[config.mk]
export PLATFORM = sky130hd
export DESIGN_NAME = mem_axi_arbiter
export DESIGN_NICKNAME = d
export VERILOG_FILES = /design/src/rtl/mem_arb_pkg.sv /design/src/rtl/mem_arb_grant.sv /design/src/rtl/mem_axi_arbiter.sv
export SDC_FILE = /design/constraint.sdc
export NUM_CORES = 1
export LEC_CHECK = 0
export ABC_CLOCK_PERIOD_IN_PS = 2340
export CAP_MARGIN = 15
export CORE_AREA = 5 5 206 208
export DETAILED_ROUTE_END_ITERATION = 16
export DIE_AREA = 0 0 211 213
export PLACE_DENSITY = 0.6
export SLEW_MARGIN = 25
export SYNTH_ARGS = -nofsm -noshare
export SYNTH_HDL_FRONTEND = slang
export SYNTH_SLANG_ARGS = --single-unit
[constraint.sdc]
create_clock -name aclk -period 2.34 [get_ports aclk]
set_input_delay 0.468 -clock aclk [delete_from_list [all_inputs] [get_ports aclk]]
set_output_delay 0.468 -clock aclk [all_outputs]
set_load 0.02 [all_outputs]
[src/rtl/mem_arb_pkg.sv]
// Shared types and constants for the two-requester memory arbiter / AXI4 master bridge.
package mem_arb_pkg;

  typedef enum logic [2:0] {
    IDLE,
    RD_ADDR,
    RD_DATA,
    WR_REQ,
    WR_RESP
  } arb_state_e;

  localparam logic [1:0] AXI_BURST_INCR = 2'b01;
  localparam logic [1:0] AXI_RESP_OKAY  = 2'b00;

  localparam logic REQ_FETCH = 1'b0;
  localparam logic REQ_LSU   = 1'b1;

endpackage

[src/rtl/mem_arb_grant.sv]
// Grant selection for the two requesters. ARB_ROUND_ROBIN_EN selects round-robin;
// otherwise fixed priority with the LSU (requester 1) always winning.
module mem_arb_grant
  import mem_arb_pkg::*;
(
  input  logic       aclk,
  input  logic       aresetn,
  input  logic [1:0] req_valid,
  input  logic       accept,
  output logic       grant
);

`ifdef ARB_ROUND_ROBIN_EN
  // prio_q names the requester that wins the next tie
  logic prio_q;

  always_ff @(posedge aclk or negedge aresetn) begin
    if (!aresetn) begin
      prio_q <= REQ_FETCH;
    end else if (accept) begin
      prio_q <= ~grant;
    end
  end

  always_comb begin
    if (req_valid == 2'b11) begin
      grant = prio_q;
    end else begin
      grant = req_valid[1];
    end
  end
`else
  logic unused_grant_in;
  assign unused_grant_in = aclk ^ aresetn ^ accept ^ req_valid[0];
  assign grant = req_valid[1] ? REQ_LSU : REQ_FETCH;
`endif

endmodule

[src/rtl/mem_axi_arbiter.sv]
// Two-requester arbiter and single-outstanding AXI4 master bridge (single-beat transfers).
// Grant policy selected by ARB_ROUND_ROBIN_EN (see mem_arb_grant).
module mem_axi_arbiter
  import mem_arb_pkg::*;
#(
  parameter int ADDR_W = 32,
  parameter int DATA_W = 64,
  parameter int STRB_W = DATA_W / 8
) (
  input  logic                   aclk,
  input  logic                   aresetn,

  input  logic [1:0]             req_valid,
  output logic [1:0]             req_ready,
  input  logic [1:0]             req_wen,
  input  logic [1:0][ADDR_W-1:0] req_addr,
  input  logic [1:0][DATA_W-1:0] req_wdata,
  input  logic [1:0][STRB_W-1:0] req_wstrb,
  output logic [1:0]             resp_valid,
  output logic [DATA_W-1:0]      resp_rdata,
  output logic                   resp_err,

  output logic                   arvalid,
  input  logic                   arready,
  output logic [ADDR_W-1:0]      araddr,
  output logic [3:0]             arid,
  output logic [7:0]             arlen,
  output logic [2:0]             arsize,
  output logic [1:0]             arburst,

  input  logic                   rvalid,
  output logic                   rready,
  input  logic [DATA_W-1:0]      rdata,
  input  logic [1:0]             rresp,
  input  logic                   rlast,
  input  logic [3:0]             rid,

  output logic                   awvalid,
  input  logic                   awready,
  output logic [ADDR_W-1:0]      awaddr,
  output logic [3:0]             awid,
  output logic [7:0]             awlen,
  output logic [2:0]             awsize,
  output logic [1:0]             awburst,

  output logic                   wvalid,
  input  logic                   wready,
  output logic [DATA_W-1:0]      wdata,
  output logic [STRB_W-1:0]      wstrb,
  output logic                   wlast,

  input  logic                   bvalid,
  output logic                   bready,
  input  logic [1:0]             bresp,
  input  logic [3:0]             bid
);

  localparam logic [2:0] AXI_SIZE = 3'($clog2(STRB_W));

  arb_state_e        state_q, state_d;
  logic              grant, grant_q;
  logic              accept;
  logic              wen_q;
  logic [ADDR_W-1:0] addr_q;
  logic [DATA_W-1:0] wdata_q;
  logic [STRB_W-1:0] wstrb_q;
  logic              aw_done, w_done;
  logic              aw_hs, w_hs;
  logic [1:0]        resp_valid_q;
  logic [DATA_W-1:0] resp_rdata_q;
  logic              resp_err_q;

  // IDs are not used for routing; the latched grant is authoritative
  logic unused_ids;
  assign unused_ids = ^{rid, bid};

  // No accept while the previous completion pulse is out: earliest re-grant is the cycle after
  assign accept = (state_q == IDLE) && (resp_valid_q == 2'b00) && (|req_valid);
  assign aw_hs  = awvalid && awready;
  assign w_hs   = wvalid && wready;

  mem_arb_grant u_grant (
    .aclk      (aclk),
    .aresetn   (aresetn),
    .req_valid (req_valid),
    .accept    (accept),
    .grant     (grant)
  );

  always_ff @(posedge aclk or negedge aresetn) begin
    if (!aresetn) begin
      state_q <= IDLE;
    end else begin
      state_q <= state_d;
    end
  end

  always_comb begin
    state_d = state_q;
    case (state_q)
      IDLE:    if (accept) state_d = req_wen[grant] ? WR_REQ : RD_ADDR;
      RD_ADDR: if (arready) state_d = RD_DATA;
      RD_DATA: if (rvalid && rlast) state_d = IDLE;
      WR_REQ:  if ((aw_done || aw_hs) && (w_done || w_hs)) state_d = WR_RESP;
      WR_RESP: if (bvalid) state_d = IDLE;
      default: state_d = IDLE;
    endcase
  end

  always_comb begin
    req_ready = 2'b00;
    arvalid   = 1'b0;
    rready    = 1'b0;
    awvalid   = 1'b0;
    wvalid    = 1'b0;
    bready    = 1'b0;
    case (state_q)
      IDLE:    if (accept && aresetn) req_ready[grant] = 1'b1;
      RD_ADDR: arvalid = 1'b1;
      RD_DATA: rready = 1'b1;
      WR_REQ: begin
        awvalid = !aw_done;
        wvalid  = !w_done;
      end
      WR_RESP: bready = 1'b1;
      default: ;
    endcase
  end

  always_ff @(posedge aclk or negedge aresetn) begin
    if (!aresetn) begin
      grant_q      <= REQ_FETCH;
      wen_q        <= 1'b0;
      addr_q       <= '0;
      wdata_q      <= '0;
      wstrb_q      <= '0;
      aw_done      <= 1'b0;
      w_done       <= 1'b0;
      resp_valid_q <= 2'b00;
      resp_rdata_q <= '0;
      resp_err_q   <= 1'b0;
    end else begin
      resp_valid_q <= 2'b00;
      if (accept) begin
        grant_q <= grant;
        wen_q   <= req_wen[grant];
        addr_q  <= req_addr[grant];
        wdata_q <= req_wdata[grant];
        wstrb_q <= req_wstrb[grant];
      end
      if (state_q == WR_REQ && state_d == WR_RESP) begin
        aw_done <= 1'b0;
        w_done  <= 1'b0;
      end else begin
        if (aw_hs) aw_done <= 1'b1;
        if (w_hs)  w_done  <= 1'b1;
      end
      // A beat without rlast is a slave protocol error and is dropped
      if (state_q == RD_DATA && rvalid && rlast) begin
        resp_valid_q[grant_q] <= 1'b1;
        resp_rdata_q          <= rdata;
        resp_err_q            <= (rresp != AXI_RESP_OKAY);
      end
      if (state_q == WR_RESP && bvalid) begin
        resp_valid_q[grant_q] <= 1'b1;
        resp_err_q            <= (bresp != AXI_RESP_OKAY);
      end
    end
  end

  assign resp_valid = resp_valid_q;
  assign resp_rdata = resp_rdata_q;
  assign resp_err   = resp_err_q;

  assign araddr  = addr_q;
  assign arid    = {3'b000, grant_q};
  assign arlen   = 8'd0;
  assign arsize  = AXI_SIZE;
  assign arburst = AXI_BURST_INCR;

  assign awaddr  = addr_q;
  assign awid    = {3'b000, grant_q};
  assign awlen   = 8'd0;
  assign awsize  = AXI_SIZE;
  assign awburst = AXI_BURST_INCR;

  assign wdata   = wdata_q;
  assign wstrb   = wstrb_q;
  assign wlast   = 1'b1;

endmodule

### Word-level counts from Yosys, hierarchy flattened

Cells that the tools add are included.

| storage, ports and cells | value |
|---|---|
| bits in registers | 177 |
| word-level logic and storage cells | 80 |

| cells by class | value |
|---|---|
| multiplexer cells | 35 |
| bitwise logic cells | 1 |
| magnitude comparators | 4 |
| equal/unequal tests | 5 |
| reductions and logical operators | 25 |

Operators with widths:

| operator | count |
|---|---|
| $mux W64 | 2 |
| $mux W32 | 2 |
| $mux W1 | 16 |
| $mux W8 | 2 |
| $mux W3 | 5 |
| $pmux W3 S5 | 1 |
| $logic_and A1 B1 Y1 | 13 |
| $mux W2 | 5 |
| $reduce_bool A2 Y1 | 5 |
| $eq A3 B2 Y1 const B | 2 |
| $eq A3 B3 Y1 const B | 2 |
| $lt A1 B2 Y1 const B | 2 |
| $eq A3 B1 Y1 const B | 1 |
| $logic_not A3 Y1 | 1 |
| $demux W1 S1 | 2 |
| $ge A1 B1 Y1 const B | 2 |
| $logic_not A1 Y1 | 2 |
| $logic_not A2 Y1 | 1 |
| $logic_or A1 B1 Y1 | 2 |
| $or A2 B2 Y2 | 1 |
| $reduce_or A2 Y1 | 1 |

### Logic depth before layout (Yosys ltp)

| logic depth | value |
|---|---|
| depth after elaboration | 10 |
| mapped depth | 8 |
| gate-level depth less buffers | 4 |

### Cells and area by module

A second synthesis with hierarchy kept.

| second synthesis, totals | value |
|---|---|
| cell total of the unflattened synthesis | 843 |
| area total of the unflattened synthesis | 8205.4 um2 |

By module, submodules not included:

| module | area an instance (um2) | times used | cells an instance |
|---|---|---|---|
| mem_axi_arbiter | 8197.9 | 1 | 842 |
| mem_arb_grant | 7.5 | 1 | 1 |

### Worst setup path after synthesis

Ideal clock, no wire load.

| timing | value |
|---|---|
| path type | register to output |
| start point | register resp_valid_q[1], in the netlist resp_valid[1] |
| end point | output port req_ready[0] |
| data arrival time | 1.673 ns |
| required time | 1.872 ns |
| path buffers | 2 |
| stages on the path, launching flop included | 6 |
| setup slack | 0.199 ns |
| cell sequence | dfrtp_1 -> nor3_2 -> o211ai_2 -> buf_6 -> buf_2 -> nor3b_1 |

| between the ends | value |
|---|---|
| longest elaborated chain between the ends | 6 |

Ends and longest elaborated chain:

| element | line | RTL |
|---|---|---|
| from (decl) | mem_axi_arbiter.sv:69 | `logic [1:0] resp_valid_q;` |
| from (signal assigned) | mem_axi_arbiter.sv:139 | `resp_valid_q <= 2'b00;` |
| from (signal assigned) | mem_axi_arbiter.sv:143 | `resp_valid_q <= 2'b00;` |
| from (signal, indexed assignment) | mem_axi_arbiter.sv:160 | `resp_valid_q[grant_q] <= 1'b1;` |
| $logic_not A2 Y1 | mem_axi_arbiter.sv:78 | `assign accept = (state_q == IDLE) && (resp_valid_q == 2'b00) && (\|req_valid);` |
| $logic_and A1 B1 Y1 (2 in series) | mem_axi_arbiter.sv:78 |  |
| $logic_and A1 B1 Y1 | mem_axi_arbiter.sv:118 | `IDLE: if (accept && aresetn) req_ready[grant] = 1'b1;` |
| $mux W2 | mem_axi_arbiter.sv:118 |  |
| $mux W2 | mem_axi_arbiter.sv:117 | `case (state_q)` |
| to (decl) | mem_axi_arbiter.sv:14 | `output logic [1:0] req_ready,` |

No other way between the ends.

### Worst setup path in the final report

| timing | value |
|---|---|
| start point | input port aresetn |
| end point | output port req_ready[1] |

| between the ends | value |
|---|---|
| longest elaborated chain between the ends | 3 |

Ends and longest elaborated chain:

| element | line | RTL |
|---|---|---|
| from (decl) | mem_axi_arbiter.sv:11 | `input logic aresetn,` |
| $logic_and A1 B1 Y1 | mem_axi_arbiter.sv:118 |  |
| $mux W2 | mem_axi_arbiter.sv:118 |  |
| $mux W2 | mem_axi_arbiter.sv:117 |  |

No other way between the ends.

==> impl_metrics.py <==
metrics = {
    "drt": {
        "first_pass_iters": 4,
        "drt_first_iter_violations": 320,
        "wl_per_cell_um": 16.0,
        "drcViolationCount": 0,
        "wirelength_um": 29200,
        "ant_nets": 0,
        "via_per_inst": 3.91,
        "vias": 7154,
    },
    "critical_path": {
        "path_delay_family": "buffers and inverters",
        "crit_buf_inv": 3,
        "endpoint_kind": "primary output",
        "critPathRequiredTime_ps": 1870,
        "worstPathArrival_ps": 1800,
        "slowest_stage": "dlygate4sd3_1",
        "worstPathCellList": "dlygate4sd3_1, clkbuf_8, and4_1, clkdlybuf4s15_1",
        "cp-start-kind": "input port",
        "max_stage_delay_ps": 560,
        "crit_fanout": 10,
        "crit_type": "in2out",
    },
    "clock_tree": {
        "cts_buffers": 17,
        "cts_tree": "yes",
        "cts.sinks": 177,
        "clk_latency_ps": 440,
        "cts.clk_slew.worst_paths_ps": 70,
        "clockBufferDepth": 2,
        "cts_max_level": 4,
        "cts_root_buf": "clkbuf_16",
    },
    "placement": {
        "dp_cells": 1799,
        "port_buffers": 499,
        "post-dp-hpwl_um": 22900,
        "gp_congestion": 0.782,
    },
    "final_layout": {
        "layout_common_cells": "clkdlybuf4s50_1, nand2_1, dfrtp_1, mux2i_1, o21ai_1",
        "layout_commonest_cell": "clkdlybuf4s50_1",
        "drive_gt1_share_pct": 4.38,
        "syn_to_final_growth_pct": 71.0,
        "fin_cells": 1832,
        "fillers": 4168,
        "nNetsFinal": 1583,
        "diodes": 0,
        "seq_area_sq_um": 4430,
        "multiInputGateArea_sq_um": 3060,
    },
    "floorplanning": {
        "die_x_um": 211,
        "die-area_sq_um": 44900,
        "rows": 74,
        "initial_core_util_pct": 20.1,
        "die_y_um": 213,
        "io-pin-count": 541,
        "core_sq_um": 40400,
    },
    "global_routing": {
        "grt_overflow": 0,
        "grt_max_degree": 110,
        "grt_antenna_before_repair": 0,
        "grt_pass1_wl_um": 42900,
        "grt_util_all_layers_pct": 12.4,
        "first_global_vias": 7339,
    },
    "job": {
        "maxCapViolations": 0,
    },
    "yosys": {
        "synth_top_area_cell": "dfrtp_1",
        "netlist.area_leader.share_pct": 54.5,
        "synth_area_leaders": "dfrtp_1, nand2_1, mux2i_1",
        "yosysUniqueCellTypes": 29,
        "ys_seq_elements": 177,
        "yosysSeqAreaShare_pct": 54.5,
        "syn_area_sq_um": 8130,
        "ys_warn_count": 0,
        "synthCells": 839,
        "syn_avg_cell_area_sq_um": 9.69,
    },
    "power_and_ir_drop": {
        "ir_drop_v": 0.000442,
        "p_per_area_nw_per_um2": 1240,
        "leakagePower_uw": 0.00629,
        "power_uw": 17300,
    },
    "timing": {
        "slew_headroom_pct": 44.9,
        "worstMarginPinSlew_ps": 827,
        "fin_crit_ps": 2270,
        "grt_setup_unrepaired": "false",
        "setup_viol": 0,
        "max_freq_ghz": 0.441,
        "period_share_pct": 97.0,
        "slew_viol_final": 0,
        "hold_viol": 0,
        "tns_ps": 0,
        "skew_ps": 10.3,
    },
    "run_status": {
        "status": "finished, final reports clean",
    },
    "min_path": {
        "hp-class": "in2async",
    },
}
metal layers:
| metal | vias to the layer above | GRT usage (%) | wire length (um) |
|---|---|---|---|
| met1 | 3335 | 15.0 | 11800 |
| li1 | 3525 | - | - |
| met2 | 276 | 20.9 | 14700 |
| met4 | 0 | 3.49 | 380 |
| met3 | 18 | 4.39 | 2360 |
| met5 | - | 0 | 0 |
what timing repair did:
item,in CTS,in global routing
endpoints found under the hold margin,7,0
setup endpoints to repair,7,1
buffers inserted,0,0
gates resized for setup,12,1
hold buffers,1,0
flip-flops by register name (all words and copies together), names as in the netlist:
name	cells
resp_err	1
wstrb	8
aw_done	1
w_done	1
resp_rdata	64
state_q	3
wdata	64
araddr	32
grant_q	1
resp_valid	2
metrics by stage:
stage / instance area, sq um / worst slack (ps) / utilization, % / hold WS [ps]
2_1_floorplan: 8250 / 199 / - / 172
3_3_place_gp: 13300 / -315 / 33.0 / 300
3_5_place_dp: 13300 / -292 / 33.0 / 301
4_1_cts: 13900 / 6.06 / 34.4 / 408
5_1_grt: 13900 / 2.68 / 34.5 / 417
6_report: 13900 / 70.8 / 34.5 / 435
Yosys cell counts:
master and number:
a211oi_1 1, a21boi_1 1, a21o_1 1, a21oi_1 3, a311oi_1 1, and3_1 2, and4_1 1, buf_2 28
buf_4 74, buf_6 2, clkbuf_1 13, conb_1 2, dfrtp_1 177, inv_1 3, mux2_4 1, mux2i_1 105
nand2_1 299, nand3_1 1, nand3b_1 1, nor2_1 8, nor3_2 1, nor3b_1 3, nor3b_4 1, o211ai_1 1
o211ai_2 1, o21ai_0 20, o21ai_1 84, o22ai_1 3, o31ai_1 1
kinds of logic (layout without fill, tap and decap cells):
family | Yosys count | in the layout | synth area share, %
compound gates | 117 | 117 | 7.54
buf+inv | 120 | 550 | 9.57
flops | 177 | 177 | 54.5
mux | 106 | 106 | 13.1
other cells | 2 | 33 | 0.0924
simple gates | 317 | 317 | 15.2
worst register-to-register path, stage by stage (launching register included):
cell and delay, ps:
dfrtp_1 400, buf_4 170, nor3b_4 280, nand3_2 290
buf_4 320, nand2_1 100, nand2_1 50
layout make-up:
cell class,instances,area share [%]
clock buffer,22,3.48
clock inverter,10,0.531
inverter,3,0.0810
multi-input combinational,573,22.0
sequential,177,31.8
tap,532,4.79
timing repair buffer,515,37.2
power breakdown:
group          switching, uW  internal, uW  leakage [uW]  total [uW]
Combinational           4910          4220       0.00381        9130
Clock                   1280          1480      0.000274        2760
Sequential               861          4520       0.00220        5380
final timing paths:
| check | cells past startpoint | slack [ps] | start | end |
|---|---|---|---|---|
| max | 4 | 70 | aresetn | req_ready[1] |
| min reg2reg | 2 | 470 | resp_rdata[27] | resp_rdata[27] |
| max reg2reg | 6 | 620 | state_q[0] | resp_rdata[12] |
| min | 2 | 440 | aresetn | resp_valid[1] |
| max in group asynchronous | 4 | 440 | aresetn | wstrb[6] |
| min in group aclk | 3 | 450 | req_valid[1] | state_q[1] |
No activity file was read; power rests on OpenSTA's default activity.
